File: src/rtl/cpu_pkg.sv
// Shared definitions for the store path: store-size encodings, the store FSM
// state type and the alignment rule used to reject stores.
package cpu_pkg;

  typedef enum logic [1:0] {
    SZ_WORD    = 2'd0,
    SZ_HALF    = 2'd1,
    SZ_BYTE    = 2'd2,
    SZ_ILLEGAL = 2'd3
  } store_size_e;

  typedef enum logic [2:0] {
    IDLE  = 3'd0,
    READ  = 3'd1,
    MERGE = 3'd2,
    WRITE = 3'd3,
    DONE  = 3'd4,
    ERR   = 3'd5
  } store_state_e;

  // A store is rejected for an illegal size or an address not aligned to its size.
  function automatic logic store_misaligned(input logic [1:0] size, input logic [1:0] low_addr);
    logic bad;
    bad = 1'b0;
    case (size)
      SZ_WORD:    bad = (low_addr != 2'b00);
      SZ_HALF:    bad = low_addr[0];
      SZ_BYTE:    bad = 1'b0;
      default:    bad = 1'b1;
    endcase
    return bad;
  endfunction

  function automatic logic [31:0] word_align(input logic [31:0] addr);
    return {addr[31:2], 2'b00};
  endfunction

endpackage

File: src/rtl/store_merge.sv
// Combinational lane insert: drops the low byte/half of data into the selected
// little-endian lane of the word read back from memory.
module store_merge
  import cpu_pkg::*;
(
  input  logic [31:0] rdata,
  input  logic [31:0] data,
  input  logic [1:0]  size,
  input  logic [1:0]  lane,
  output logic [31:0] merged
);

  always_comb begin
    merged = rdata;
    case (size)
      SZ_HALF: begin
        if (lane[1]) merged[31:16] = data[15:0];
        else         merged[15:0]  = data[15:0];
      end
      SZ_BYTE: begin
        case (lane)
          2'd0:    merged[7:0]   = data[7:0];
          2'd1:    merged[15:8]  = data[7:0];
          2'd2:    merged[23:16] = data[7:0];
          default: merged[31:24] = data[7:0];
        endcase
      end
      default: merged = data;
    endcase
  end

endmodule

File: src/rtl/store_control.sv
// Store sequencer: word stores write directly, half/byte stores read the word,
// merge the new lane in and write it back. Reports Done or AlignErr.
module store_control
  import cpu_pkg::*;
#(
  parameter int MEM_RD_LAT = 1
) (
  input  logic        clk,
  input  logic        reset,
  input  logic        start,
  input  logic [1:0]  StoreSize,
  input  logic [31:0] Addr,
  input  logic [31:0] StoreData,
  input  logic [31:0] MemRdata,
  output logic [31:0] MemAddr,
  output logic        MemWr,
  output logic [31:0] MemWdata,
  output logic        Busy,
  output logic        Done,
  output logic        AlignErr
);

  localparam logic [1:0] LAST_RD = 2'(MEM_RD_LAT - 1);

  store_state_e state_q, state_d;
  logic [31:0]  addr_q;
  logic [31:0]  data_q;
  logic [1:0]   size_q;
  logic [31:0]  wdata_q;
  logic [1:0]   rd_cnt_q;
  logic [31:0]  merged;

  store_merge u_merge (
    .rdata  (MemRdata),
    .data   (data_q),
    .size   (size_q),
    .lane   (addr_q[1:0]),
    .merged (merged)
  );

  always_ff @(posedge clk or negedge reset) begin
    if (!reset) begin
      state_q  <= IDLE;
      addr_q   <= '0;
      data_q   <= '0;
      size_q   <= '0;
      wdata_q  <= '0;
      rd_cnt_q <= '0;
    end else begin
      state_q <= state_d;
      if (state_q == IDLE && start) begin
        addr_q  <= Addr;
        data_q  <= StoreData;
        size_q  <= StoreSize;
        wdata_q <= StoreData;
      end
      if (state_q == READ) rd_cnt_q <= rd_cnt_q + 2'd1;
      else                 rd_cnt_q <= '0;
      // Merged word replaces the latched store data; word stores never pass MERGE.
      if (state_q == MERGE) wdata_q <= merged;
    end
  end

  always_comb begin
    state_d = state_q;
    case (state_q)
      IDLE: begin
        if (start) begin
          if (store_misaligned(StoreSize, Addr[1:0])) state_d = ERR;
          else if (StoreSize == SZ_WORD)              state_d = WRITE;
          else                                        state_d = READ;
        end
      end
      READ:    if (rd_cnt_q == LAST_RD) state_d = MERGE;
      MERGE:   state_d = WRITE;
      WRITE:   state_d = DONE;
      DONE:    state_d = IDLE;
      ERR:     state_d = IDLE;
      default: state_d = IDLE;
    endcase
  end

  // Outputs decode from the state register only, so reset clears them at once.
  always_comb begin
    MemAddr  = word_align(addr_q);
    MemWr    = (state_q == WRITE);
    MemWdata = '0;
    if (state_q == WRITE) MemWdata = wdata_q;
    Busy     = (state_q != IDLE);
    Done     = (state_q == DONE);
    AlignErr = (state_q == ERR);
  end

endmodule

File: config.mk
export PLATFORM = sky130hd
export DESIGN_NAME = store_control
export DESIGN_NICKNAME = d
export VERILOG_FILES = /design/src/rtl/cpu_pkg.sv /design/src/rtl/store_merge.sv /design/src/rtl/store_control.sv
export SDC_FILE = /design/constraint.sdc
export NUM_CORES = 1
export LEC_CHECK = 0
export ABC_AREA = 1
export ABC_CLOCK_PERIOD_IN_PS = 1800
export BUFFER_PORTS_ARGS = -buffer_cell sky130_fd_sc_hd__buf_2
export CAP_MARGIN = 20
export CORE_AREA = 2 2 110 112
export DETAILED_ROUTE_END_ITERATION = 16
export DIE_AREA = 0 0 112 114
export GPL_ROUTABILITY_DRIVEN = 0
export PLACE_DENSITY_LB_ADDON = 0.2
export SLEW_MARGIN = 20
export SYNTH_ARGS = -nofsm -noshare
export SYNTH_HDL_FRONTEND = slang
export SYNTH_SLANG_ARGS = --single-unit
export TNS_END_PERCENT = 30
File: constraint.sdc
create_clock -name clk -period 1.8 [get_ports clk]
set_input_delay 0.27 -clock clk [delete_from_list [all_inputs] [get_ports clk]]
set_output_delay 0.27 -clock clk [all_outputs]
set_load 0.05 [all_outputs]
==> results.py <==
metrics = {
    "detailed_routing": {
        "wl_per_cell_um": 14.0,
        "final_antenna_net_count": 0,
        "avgViaCountPerCell": 4.84,
        "wl_um": 15100,
        "via_count": 5204,
        "drc": 0,
        "dr.pass1.iters": 5,
        "drtIter0Drc": 279,
    },
    "synthesis": {
        "ys_ff_latch": 103,
        "synth_xor_area_frac": 0,
        "synth_compound_area_frac": 0.0933,
        "syn_inst": 789,
        "synthAdderAreaFrac": 0.00657,
        "synthMuxAreaShare": 0,
        "yosys_warnings": 0,
        "avgSynthCellArea_um2": 7.24,
        "ys_seq_area_frac": 0.451,
        "synth-simple-area-share": 0.297,
        "synth_top_family_by_area": "simple AND/OR/NAND/NOR gates",
        "syn-cell-area_um2": 5710,
        "yosysUniqueCellTypes": 28,
    },
    "floorplan": {
        "dieArea_um2": 12800,
        "num_rows": 40,
        "core-area_um2": 11700,
        "initial_utilization": 0.488,
        "ios": 169,
        "die_h_um": 114,
        "die_w_um": 112,
    },
    "critical_path": {
        "cp_max_fo": 14,
        "cpPeakStageDelay_ps": 450,
        "arrival_ps": 1500,
        "cp_common_cell": "nor2_4",
        "crit_buf_inv": 3,
        "cp_slowest_cell": "dfrtp_2",
        "startpoint_type": "flop",
        "r2r_slack_ps": 160,
        "cp_top_family": "flip-flops",
        "end_kind": "primary output",
        "cp_data_required_time_ps": 1530,
        "critical_path_class": "reg -> out",
        "crit_chain": "nor2_4 -> inv_6 -> buf_16 -> nor2_4 -> buf_6",
    },
    "timing": {
        "slew_headroom": 0.560,
        "max_freq_mhz": 564,
        "hold_slack_ps": 115,
        "tightest_slew_ps": 660,
        "finalCriticalPeriod_ps": 1770,
        "setup_ws_ps": 26.6,
        "setup_viol": 0,
        "hold_violations": 0,
        "rsz0062_at_grt": "yes",
        "clock-skew-final_ps": 5.39,
        "maxSlewViolCount": 0,
        "finalSetupTns_ps": 0,
        "finalCritPeriodShare": 0.985,
    },
    "global_route": {
        "antenna_found_initial": 1,
        "grt_pass1_vias": 5169,
        "grtUsageTotal": 0.247,
        "grt_pass1_wl_um": 25100,
        "grt_max_degree": 44,
        "gr-total-overflow": 0,
    },
    "pwr": {
        "ir_worst_vdd_mv": 1.03,
        "p_total_uw": 14000,
        "power.density_nw_per_um2": 1890,
        "leakagePower_uw": 0.00399,
    },
    "clocking": {
        "path_clk_slew_ps": 70,
        "root_buffer": "clkbuf_16",
        "cts.sinks": 103,
        "clock_latency_ps": 350,
        "htreeDepth": 3,
        "clockBufferDepth": 2,
        "cts_buffers": 9,
        "tritoncts": "built",
    },
    "placement": {
        "placed_area_um2": 6740,
        "place_hpwl_um": 10900,
        "pre_cts_ws_ps": 97.0,
        "port_buffers": 166,
    },
    "layout": {
        "fin_area_um2": 7410,
        "final_common_cell": "nand2_1",
        "layout-drive-gt1-share": 0.326,
        "multiInputGateArea_um2": 2530,
        "layout_common_cells": "289 x nand2_1, 133 x buf_2, 101 x dfrtp_1, 99 x inv_1, 52 x o21ai_0",
        "nFillCells": 1079,
        "n_antenna_cell": 0,
        "fin_nets": 1028,
        "area_growth_syn_to_layout_pct": 29.7,
        "seq_area_um2": 2580,
    },
    "min_path": {
        "hp-class": "in -> reg",
    },
    "run": {
        "drv_cap": 0,
    },
    "outcome": {
        "status": "finished clean",
    },
}
per-layer routing:
metal,global-route usage,share of wire
met3,0.0499,0.065
met4,0.100,0.026
met1,0.324,0.44
met5,0,0
met2,0.407,0.47
path summary, 6_finish.rpt:
kind,from,cells past startpoint,endpoint
min in group asynchronous,reset,2,wdata_q[23]
min reg2reg,rd_cnt_q[0],1,rd_cnt_q[0]
max reg2reg,size_q[0],8,wdata_q[24]
min,Addr[18],3,addr_q[18]
max in group asynchronous,reset,3,state_q[2]
max,state_q[2],5,MemWdata[29]
sequential cells by signal, summed over array words and instances (netlist names):
register and flops:
size_q 2, data_q 32, state_q 3, rd_cnt_q 2
addr_q 32, wdata_q 32
cells by family (layout without fill, tap and decap cells):
kind of cell | Yosys count | count (layout)
buffers and inverters | 184 | 323
AOI/OAI and AO/OA | 91 | 91
and+or+nand+nor | 407 | 407
other | 1 | 2
adders and majority gates | 3 | 3
DFF | 103 | 103
worst register-to-register path: cells and delay by family, from the launching register on:
family	cells	cell delay (ps)
buf+inv	3	410
flops	1	400
simple gates	3	330
fa+ha+maj	1	310
compound gates	1	80
per-stage QoR:
| stage | cells | utilization |
|---|---|---|
| 2_1_floorplan | 790 | - |
| 6_report | 1076 | 0.633 |
| 4_1_cts | 1076 | 0.624 |
| 3_5_place_dp | 1055 | 0.576 |
| 3_3_place_gp | 1055 | 0.576 |
| 5_1_grt | 1076 | 0.633 |
synth_stat cells:
cell,number,area share
buf_8,2,0.0053
a21oi_1,17,0.015
a21oi_2,1,0.0015
o21ai_2,19,0.029
nand2_4,1,0.0020
nor3_1,3,0.0026
buf_2,16,0.014
nor2_8,1,0.0035
inv_2,19,0.012
clkinv_1,1,0.00066
nor2_4,1,0.0020
nand3b_1,7,0.0092
nand4_1,1,0.0011
dfrtp_1,103,0.45
nand3_1,44,0.039
o21ai_1,1,0.00088
nand2_1,290,0.19
buf_4,33,0.043
conb_1,1,0.00066
buf_1,6,0.0039
buf_6,1,0.0020
clkbuf_1,5,0.0033
nor2_1,39,0.026
inv_1,101,0.066
o211ai_1,1,0.0013
nand2_2,20,0.022
o21ai_0,52,0.046
ha_1,3,0.0066
power breakdown:
group	switching (uW)	internal [uW]	leakage, uW
registers	612	3420	0.00128
logic	5470	2370	0.00257
clock network	883	1220	0.000152
repair_timing:
action                                 in CTS  in global routing
setup endpoints to repair                  32                 47
gates cloned                                2                  0
endpoints found under the hold margin      28                  0
hold buffers                                1                  0
buffers inserted                            2                  0
resized for setup                          57                 27
area by class of cell:
class                   instances  area share
flip-flops and latches        103       0.348
multi-input cells             503       0.342
clock inverters                 7      0.0132
inverters                     121      0.0625
repair buffers                186       0.179
clock buffers                   9      0.0304
well taps                     147      0.0248
Power figures use the tool's default switching activity.
